### src/rtl/tetris_pkg.sv
// Shared types for the move-command scheduler: command encoding, scheduler
// states, per-source pending-vector layout and a one-hot to command helper.
package tetris_pkg;

    typedef enum logic [2:0] {
        CMD_NONE      = 3'd0,
        CMD_LEFT      = 3'd1,
        CMD_RIGHT     = 3'd2,
        CMD_ROTATE    = 3'd3,
        CMD_DOWN      = 3'd4,
        CMD_GRAVITY   = 3'd5,
        CMD_HARD_DROP = 3'd6
    } move_cmd_t;

    typedef enum logic [1:0] {
        ST_IDLE,
        ST_OFFER,
        ST_LOCKOUT
    } sched_state_t;

    localparam int NUM_SRC       = 6;
    localparam int SRC_LEFT      = 0;
    localparam int SRC_RIGHT     = 1;
    localparam int SRC_ROTATE    = 2;
    localparam int SRC_DOWN      = 3;
    localparam int SRC_GRAVITY   = 4;
    localparam int SRC_HARD_DROP = 5;

    // Key sources are everything except the gravity tick.
    localparam logic [NUM_SRC-1:0] GRAV_MASK = 6'b010000;
    localparam logic [NUM_SRC-1:0] KEY_MASK  = 6'b101111;

    function automatic move_cmd_t src_to_cmd(input logic [NUM_SRC-1:0] oh);
        move_cmd_t c;
        c = CMD_NONE;
        if (oh[SRC_LEFT])      c = CMD_LEFT;
        if (oh[SRC_RIGHT])     c = CMD_RIGHT;
        if (oh[SRC_ROTATE])    c = CMD_ROTATE;
        if (oh[SRC_DOWN])      c = CMD_DOWN;
        if (oh[SRC_GRAVITY])   c = CMD_GRAVITY;
        if (oh[SRC_HARD_DROP]) c = CMD_HARD_DROP;
        return c;
    endfunction

endpackage

### src/rtl/move_cmd_sched_prio_sel.sv
// Fixed-priority winner select over the pending vector; an aged gravity
// request jumps ahead of everything, including hard drop.
module prio_sel
    import tetris_pkg::*;
(
    input  logic [NUM_SRC-1:0] pending,
    input  logic               aged,
    output logic [NUM_SRC-1:0] grant
);

    // NOTE: every combinational output gets a default first so no path leaves it unassigned (no latch).
    always_comb begin
        grant = '0;
        if (aged && pending[SRC_GRAVITY])  grant[SRC_GRAVITY]   = 1'b1;
        else if (pending[SRC_HARD_DROP])   grant[SRC_HARD_DROP] = 1'b1;
        else if (pending[SRC_ROTATE])      grant[SRC_ROTATE]    = 1'b1;
        else if (pending[SRC_LEFT])        grant[SRC_LEFT]      = 1'b1;
        else if (pending[SRC_RIGHT])       grant[SRC_RIGHT]     = 1'b1;
        else if (pending[SRC_DOWN])        grant[SRC_DOWN]      = 1'b1;
        else if (pending[SRC_GRAVITY])     grant[SRC_GRAVITY]   = 1'b1;
    end

endmodule

### src/rtl/move_cmd_sched.sv
// Merges gravity ticks and key pulses into one valid/ready command stream.
// Optional MOVE_CMD_STATS_EN adds a saturating discarded-request counter.
module move_cmd_sched
    import tetris_pkg::*;
#(
    parameter int GRAV_AGE_MAX = 16,
    parameter int LOCKOUT_CYC  = 8
) (
    input  logic      clk_i,
    input  logic      rst_n_i,
    input  logic      sys_event_i,
    input  logic      left_i,
    input  logic      right_i,
    input  logic      rotate_i,
    input  logic      down_i,
    input  logic      drop_i,
    input  logic      pause_i,
    input  logic      flush_i,
    output logic      cmd_valid_o,
    output move_cmd_t cmd_o,
    input  logic      cmd_ready_i
`ifdef MOVE_CMD_STATS_EN
    ,
    output logic [15:0] stat_coalesced_o
`endif
);

    localparam int LOCK_W = $clog2(LOCKOUT_CYC + 1);

    sched_state_t        state_q, state_d;
    move_cmd_t           cmd_q, cmd_d;
    logic [LOCK_W-1:0]   lock_cnt_q, lock_cnt_d;
    logic [NUM_SRC-1:0]  flags_q, flags_d;
    logic [7:0]          age_q, age_d;

    logic [NUM_SRC-1:0]  pulses, acc, sel_oh, grant_oh;
    logic                xfer, enter_lock, grant_en, aged;

    assign pulses = {drop_i, sys_event_i, down_i, rotate_i, right_i, left_i};
    assign aged   = (age_q >= 8'(GRAV_AGE_MAX));
    assign xfer   = (state_q == ST_OFFER) && cmd_ready_i;
    assign enter_lock = xfer && (cmd_q == CMD_HARD_DROP) && !flush_i;

    prio_sel u_prio_sel (
        .pending (flags_q),
        .aged    (aged),
        .grant   (sel_oh)
    );

    // Only flags registered before this edge compete; same-cycle arrivals wait.
    always_comb begin
        grant_en = 1'b0;
        if (!flush_i && !pause_i && (|flags_q)) begin
            grant_en = (state_q == ST_IDLE) ||
                       (xfer && (cmd_q != CMD_HARD_DROP));
        end
        grant_oh = grant_en ? sel_oh : '0;
    end

    always_comb begin
        acc = '0;
        if (!flush_i && !pause_i) begin
            acc = pulses;
            if ((state_q == ST_LOCKOUT) || enter_lock) acc = acc & GRAV_MASK;
            if (acc[SRC_LEFT] && acc[SRC_RIGHT]) begin
                acc[SRC_LEFT]  = 1'b0;
                acc[SRC_RIGHT] = 1'b0;
            end
        end
    end

    always_comb begin
        flags_d = flags_q & ~grant_oh;
        if (enter_lock)     flags_d = flags_d & GRAV_MASK;
        if (acc[SRC_LEFT])  flags_d[SRC_RIGHT] = 1'b0;
        if (acc[SRC_RIGHT]) flags_d[SRC_LEFT]  = 1'b0;
        flags_d = flags_d | acc;
        if (flush_i) flags_d = '0;

        age_d = age_q;
        if (flush_i || grant_oh[SRC_GRAVITY]) age_d = '0;
        else if (flags_q[SRC_GRAVITY] && !pause_i && (age_q != 8'hFF)) age_d = age_q + 8'd1;
    end

    always_comb begin
        state_d    = state_q;
        cmd_d      = cmd_q;
        lock_cnt_d = lock_cnt_q;
        unique case (state_q)
            ST_IDLE: begin
                if (grant_en) begin
                    state_d = ST_OFFER;
                    cmd_d   = src_to_cmd(grant_oh);
                end
            end
            ST_OFFER: begin
                if (xfer) begin
                    if (cmd_q == CMD_HARD_DROP) begin
                        state_d    = ST_LOCKOUT;
                        cmd_d      = CMD_NONE;
                        lock_cnt_d = LOCK_W'(LOCKOUT_CYC - 1);
                    end else if (grant_en) begin
                        cmd_d = src_to_cmd(grant_oh);
                    end else begin
                        state_d = ST_IDLE;
                        cmd_d   = CMD_NONE;
                    end
                end
            end
            ST_LOCKOUT: begin
                if (lock_cnt_q == '0) state_d = ST_IDLE;
                else                  lock_cnt_d = lock_cnt_q - 1'b1;
            end
            default: begin
                state_d = ST_IDLE;
                cmd_d   = CMD_NONE;
            end
        endcase
        if (flush_i) begin
            state_d    = ST_IDLE;
            cmd_d      = CMD_NONE;
            lock_cnt_d = '0;
        end
    end

    // NOTE: sequential state uses non-blocking assignments so every register samples pre-edge values.
    always_ff @(posedge clk_i or negedge rst_n_i) begin
        if (!rst_n_i) begin
            state_q    <= ST_IDLE;
            cmd_q      <= CMD_NONE;
            lock_cnt_q <= '0;
            flags_q    <= '0;
            age_q      <= '0;
        end else begin
            state_q    <= state_d;
            cmd_q      <= cmd_d;
            lock_cnt_q <= lock_cnt_d;
            flags_q    <= flags_d;
            age_q      <= age_d;
        end
    end

    assign cmd_valid_o = (state_q == ST_OFFER);
    assign cmd_o       = cmd_q;

`ifdef MOVE_CMD_STATS_EN
    logic [15:0]        stat_q;
    logic [NUM_SRC-1:0] dropped, coalesced;
    logic               cancel;
    logic [3:0]         n_disc;
    logic [16:0]        stat_sum;

    // Flush discards are not counted; cancelling a pending opposite move is.
    always_comb begin
        dropped   = flush_i ? '0 : (pulses & ~acc);
        coalesced = acc & flags_q & ~grant_oh;
        cancel    = (acc[SRC_RIGHT] && flags_q[SRC_LEFT]  && !grant_oh[SRC_LEFT]) ||
                    (acc[SRC_LEFT]  && flags_q[SRC_RIGHT] && !grant_oh[SRC_RIGHT]);
        n_disc    = 4'($countones(dropped)) + 4'($countones(coalesced)) + {3'd0, cancel};
        stat_sum  = {1'b0, stat_q} + {13'd0, n_disc};
    end

    always_ff @(posedge clk_i or negedge rst_n_i) begin
        if (!rst_n_i) stat_q <= '0;
        else          stat_q <= stat_sum[16] ? 16'hFFFF : stat_sum[15:0];
    end

    assign stat_coalesced_o = stat_q;
`endif

endmodule

### config.mk
export PLATFORM = sky130hd
export DESIGN_NAME = move_cmd_sched
export DESIGN_NICKNAME = d
export VERILOG_FILES = /design/src/rtl/tetris_pkg.sv /design/src/rtl/move_cmd_sched_prio_sel.sv /design/src/rtl/move_cmd_sched.sv
export SDC_FILE = /design/constraint.sdc
export NUM_CORES = 1
export LEC_CHECK = 0
export CORE_UTILIZATION = 49
export CTS_CLUSTER_DIAMETER = 120
export DETAILED_ROUTE_END_ITERATION = 7
export HOLD_SLACK_MARGIN = 0.03
export PLACE_DENSITY = 0.76
export SYNTH_ARGS = -nofsm -noshare
export SYNTH_HDL_FRONTEND = slang
export SYNTH_SLANG_ARGS = --single-unit
### constraint.sdc
create_clock -name clk_i -period 1.8 [get_ports clk_i]
set_clock_uncertainty 0.1 [all_clocks]
set_input_delay 0.36 -clock clk_i [delete_from_list [all_inputs] [get_ports clk_i]]
set_output_delay 0.36 -clock clk_i [all_outputs]
set_load 0.01 [all_outputs]
==> summary.txt, run 1 <==
Worst hold path
  • Worst min path class: in -> async

CTS
  • Clock-pin slew on the worst setup and hold paths: around 140 ps
  • Num CTS Buffers: 3
  • CTS tree: done
  • Root Buffer: clkbuf_4
  • Clock latency on the worst-skew pair: roughly 330 ps
  • H-tree Lvls: 1
  • CTS Buffer Depth: 2
  • CTS Hold Buffers Added: 0
  • Sinks on Clock Net: 23

Place
  • Dpl hpwl: between 2 and 2.5 mm
  • Post-place setup slack: -291 ps
  • Placer Congestion: 0.884
  • Port buffer count: 14

Logic synthesis
  • Synth Area in Simple Gates: between 20% and 30%
  • Post-synth ARST share: 100%
  • Largest family of logic cells by synthesized area: simple AND/OR/NAND/NOR gates
  • Post-Syn Area: approximately 1300 um^2
  • Register bit total from synthesis: 23
  • Register area share after synthesis: about 44%
  • Syn Area/Cell: 9.47 um^2
  • Distinct cells, synth: 42
  • XOR/XNOR Fraction of Synth Area: between 4 and 5%
  • Yosys warning total: 0
  • Adder-cell share of the synthesized area: 2.87%
  • Ys flop type: dfrtp_1
  • Gate Count Post-Synth: between 100 and 150
  • Syn Nets: between 150 and 200
  • Post-synthesis compound-gate area fraction: between 20% and 30%
  • Mux share of post-synthesis cell area: 0%
  • Post-synth EDFFs: 0

Detailed routing
  • Final wirelength: between 3 and 4 mm
  • Via count: about 1300
  • Detailed Route Iter0 Violations: 20
  • Post-route DRC violation count: 0
  • Vias per cell: 5.59
  • Routed len/inst: 16.6 um
  • Routed Antenna Nets: 0
  • Initial DRT Pass Iterations: 4

STA
  • Final setup fails: 19
  • Max-slew headroom: 78.8%
  • Hold_ws: approximately 260 ps
  • Final worst slack: -136 ps
  • Min Tclk post-route: 1940 ps
  • Slew @ Worst Pin: 317 ps
  • Final max-slew violation count: 0
  • RSZ-0062 raised after global routing: true
  • Final hold violations: 0
  • Max Clk Rate: around 520 MHz
  • Final Cycle Share: 108%

Global route
  • GRT Total Usage: 27.0%
  • Global-route wire length before repair: ~5.6 mm
  • Global route overflow: 0
  • Vias in the first global route: approximately 1300
  • Initial antenna violation count: 0
  • Largest net degree at the start of global routing: 24

Die
  • Initial core utilization: a little over half
  • Num ports: 15
  • Die Span Y: approximately 54 um
  • DIE AREA: approximately 2900 um^2
  • Core area: 2500 um^2
  • Die span in x: roughly 54 um
  • Row Count: 18

Finish
  • Register area: 577 um^2
  • Area of the multi-input gates: around 830 um^2
  • Share of layout cells above drive strength 1: a little under half
  • Area growth from synthesis to layout: 58.8%
  • Most common cell after layout, fill and taps aside: buf_4
  • Final net count: 222
  • FILL cells: between 100 and 150
  • ANT cells: 0
  • Commonest cells after routing, fill and taps aside: buf_4 (47), dfrtp_1 (22), nor2_1 (16)

Power
  • VDD IR max: between 0.5 and 0.6 mV
  • Pwr dens: approximately 610 nW/um^2
  • Static leakage: 0.943 nW

Setup path
  • FF-to-FF setup slack: -140 ps
  • Critical path peak fanout: 4
  • Arr. time, crit path: slightly above 2000 ps
  • Crit. End Element: register
  • Crit path required time: 1920 ps
  • R2r worst-path depth: 8
  • FF-to-FF Start: lock_cnt_q[1]
  • Startpoint Class: register
  • WS Path Type: reg -> reg
  • Crit path launch: lock_cnt_q[1]

Run
  • Max-Cap Viols: 0

Status
  • Status: finished, violations left
  • Violated checks: setup timing
==> cells by family after synthesis <==
kind of cell / after synthesis
AOI/OAI and AO/OA: 35
and+or+nand+nor: 57
buffers and inverters: 14
xor gates and xnor gates: 6
DFF: 23
adders and majority gates: 3
==> metrics by stage <==
step	power (mW)	std cells	setup TNS, ps	util (%)	instance area [um^2]
after floorplan	0.734	138	-50.0	-	1340
after global placement	0.890	220	-2660	72.2	1810
after detailed placement	0.902	220	-3550	72.2	1810
after CTS	1.19	228	-1170	78.1	1950
after global routing	1.31	237	-2500	83.0	2070
final	1.26	237	-1130	83.0	2070
==> flip-flops by register name, indices dropped and copies added, names as in the netlist <==
register	cells
flags_q	6
state_q	2
age_q	8
cmd_o	3
lock_cnt_q	4
==> cell type report <==
cell class,count,area share [%]
multi-input combinational,101,40.1
sequential,23,27.8
timing repair buffer,67,26.8
inverter,12,2.17
tap,30,1.81
clock buffer,3,1.09
clock inverter,1,0.241
==> path summary, 6_finish.rpt <==
kind,endpoint
setup / recovery,lock_cnt_q[2]
hold / removal,lock_cnt_q[1]
min in group clk_i,age_q[3]
max in group asynchronous,state_q[1]
setup reg to reg,lock_cnt_q[2]
hold reg to reg,age_q[3]
==> power breakdown <==
part | switching [mW] | internal, mW
logic | 0.193 | 0.231
clock network | 0.174 | 0.0835
registers | 0.0297 | 0.547
total | 0.397 | 0.861
==> worst max-delay path, cell delays in order, from the launching register on <==
cell,delay (ps)
dfrtp_1,420
inv_2,90
ha_4,130
or3b_4,380
a221oi_4,350
buf_4,180
a21oi_1,40
nor2_1,80
a311oi_1,50
==> layer usage <==
| metal | share of wire [%] | vias up | global-route usage (%) |
|---|---|---|---|
| li1 | - | 635 | - |
| met1 | 39 | 644 | 31.6 |
| met2 | 54 | 35 | 51.0 |
| met3 | 3.6 | 12 | 2.82 |
| met4 | 3.7 | 0 | 7.89 |
| met5 | 0 | - | 0 |
==> repair_timing <==
action	in CTS	in global routing
setup buffers	4	9
pin swaps	16	13
endpoints found under the setup margin	24	24
resized for setup	27	17
==> cells in the mapped netlist (all sizes together) (4+ instances only) <==
cell type  number  area [um^2]
xnor2           6         52.6
dfrtp          23          576
a311oi          4         52.6
nor2           24         90.1
nor3            4         20.0
nand2           8         30.0
a211oi          4         30.0
inv            12         45.0
a21oi          11         55.1
Note: power is estimated with default switching activity, not from simulation.
==> run 2: changes to the inputs <==
CORE_UTILIZATION = 54   (was 49)
PLACE_DENSITY = 0.79   (was 0.76)
clock period = 2.05 ns   (was 1.8 ns; I/O delays follow)
==> summary.txt, run 2 (synthesis gave the netlist of run 1 again) <==
CTS
  • H-tree Lvls: 1 (unchanged)
  • Sinks on Clock Net: 23 (unchanged)
  • CTS tree: done
  • CTS Buffer Depth: 2 (unchanged)
  • CTS Hold Buffers Added: 0 (unchanged)
  • Root Buffer: clkbuf_4
  • Num CTS Buffers: 3 (unchanged)
  • Clock-pin slew on the worst setup and hold paths: 130 ps (about the same)
  • Clock latency on the worst-skew pair: 320 ps (about the same)

Die
  • Die Span Y: 51.2 um (-4.6%)
  • Row Count: 17 (-1)
  • Die span in x: 51.2 um (-4.6%)
  • DIE AREA: 2620 um^2 (-8.9%)
  • Initial core utilization: 57.9% (+5.7 points)
  • Num ports: 15 (unchanged)
  • Core area: 2250 um^2 (-9.8%)

Power
  • VDD IR max: 0.497 mV (-16%)
  • Pwr dens: 556 nW/um^2 (-8.2%)
  • PnR Total Power: 0.966 mW (-23%)
  • Static leakage: 0.790 nW (-16%)

Setup path
  • Critical path peak fanout: 7 (+3)
  • Startpoint Class: register
  • Crit path required time: 2170 ps (+250 ps)
  • WS Path Type: reg -> reg
  • Arr. time, crit path: 2130 ps (+70 ps)
  • Crit. End Element: register

Finish
  • Most common cell after layout, fill and taps aside: buf_4
  • ANT cells: 0 (unchanged)
  • Max reg flops: 8 (unchanged)
  • Share of layout cells above drive strength 1: 24.9% (-21 points)
  • Area growth from synthesis to layout: 33.0%
  • Design area: 1740 um^2 (-16%)
  • FILL cells: 151 (+16%)
  • Register area: 577 um^2 (unchanged)
  • Final net count: 196 (-12%)
  • Top reg by flops: age_q
  • Area of the multi-input gates: 703 um^2 (-15%)
  • Top flop regs: age_q x8, flags_q x6, lock_cnt_q x4
  • Commonest cells after routing, fill and taps aside: buf_4 (26), nor2_1 (23), dfrtp_1 (22)

STA
  • Slew @ Worst Pin: 561 ps (+244 ps)
  • Final max-slew violation count: 0 (unchanged)
  • Min Tclk post-route: 2010 ps (+76.1 ps)
  • Final setup fails: 0 (-19)
  • Max Clk Rate: 497 MHz (-3.8%)
  • Final hold violations: 0 (unchanged)
  • Max-slew headroom: 62.5% (-16 points)
  • Final Cycle Share: 98.2% (-9.4 points)

Place
  • Port buffer count: 14 (unchanged)
  • Placed instance area: 1650 um^2 (-8.8%)
  • Dpl hpwl: 2.19 mm (-11%)
  • Placer Congestion: 0.777 (-12%)

Detailed routing
  • Post-route DRC violation count: 0 (unchanged)
  • Routed Antenna Nets: 0 (unchanged)
  • Routed len/inst: 14.9 um (-10%)
  • Vias per cell: 5.81 (+3.8%)
  • Final wirelength: 3.11 mm (-21%)
  • Initial DRT Pass Iterations: 4 (unchanged)
  • Detailed Route Iter0 Violations: 32 (+60%)
  • Via count: 1214 (-8.4%)

Global route
  • Global-route wire length before repair: 5.17 mm (-8.2%)
  • Largest net degree at the start of global routing: 24 (unchanged)
  • GRT Total Usage: 26.8% (-0.15 points)
  • Initial antenna violation count: 0 (unchanged)
  • Global route overflow: 0 (unchanged)
  • Vias in the first global route: 1178 (-10%)

Worst hold path
  • Worst min path class: in -> async

Run
  • Max-Cap Viols: 0 (unchanged)

Status
  • Status: finished clean
## run 2: cell types whose count changed in the layout (fill, tap and decap cells not counted), sizes merged
cell / delta
buf: -26
dlygate4sd2: -4
clkdlybuf4s50: +3
dlymetal6s2s: +1
## run 2: stage by stage
step	hold slack (ps)	cells	worst slack (ps)	utilization (%)	setup TNS, ps
2_1_floorplan	14.4	138	94.6	-	0
3_3_place_gp	386	201	-18.5	73.0	-21.4
3_5_place_dp	402	201	-69.2	73.0	-554
4_1_cts	349	205	4.21	74.9	0
5_1_grt	359	209	-12.2	77.0	-12.2
6_report	334	209	37.6	77.0	0
## run 2: what timing repair did
item                       CTS  global route
setup endpoints to repair    2             6
pin swaps                    0             5
resized for setup            2             6
buffers inserted             0             4
## run 2: power by group
group	leakage (nW)	internal [mW]	switching (mW)
clock	0.0177	0.0730	0.140
combinational	0.463	0.128	0.119
sequential	0.309	0.480	0.0253
## run 2: final timing paths
kind | start | endpoint | slack (ps) | cells after the start
worst max-delay path | flags_q[2] | cmd_o[0] | 40 | 6
min in group clk_i | cmd_o[1] | cmd_o[1] | 430 | 1
worst min-delay path | rst_n_i | flags_q[5] | 330 | 2
max in group asynchronous | rst_n_i | state_q[1] | 1260 | 2
worst min register to register | cmd_o[1] | cmd_o[1] | 430 | 1
worst max register to register | flags_q[2] | cmd_o[0] | 40 | 6
## run 2: layout make-up
cell class / count / share of cell area [%]
sequential: 23 / 33.2
multi-input combinational: 101 / 40.5
timing repair buffer: 41 / 20.1
clock buffer: 3 / 1.30
clock inverter: 1 / 0.288
inverter: 12 / 2.59
tap: 28 / 2.02
## run 2: worst max-delay path, stage by stage, from the launching register on
cell       delay (ps)
dfrtp_1           450
or2_1             240
or4_4             540
o2111ai_4         110
buf_6             160
nor3_1             50
a211o_1           270
## run 2: routing by layer
metal / wire length [um] / GRT usage, % / part of all wire [%] / up-vias
met2: 1620 / 47.1 / 52 / 27
met3: 89 / 3.87 / 2.9 / 4
li1: - / - / - / 580
met4: 29 / 9.26 / 0.93 / 0
met5: 0 / 0 / 0 / -
met1: 1370 / 33.3 / 44 / 603
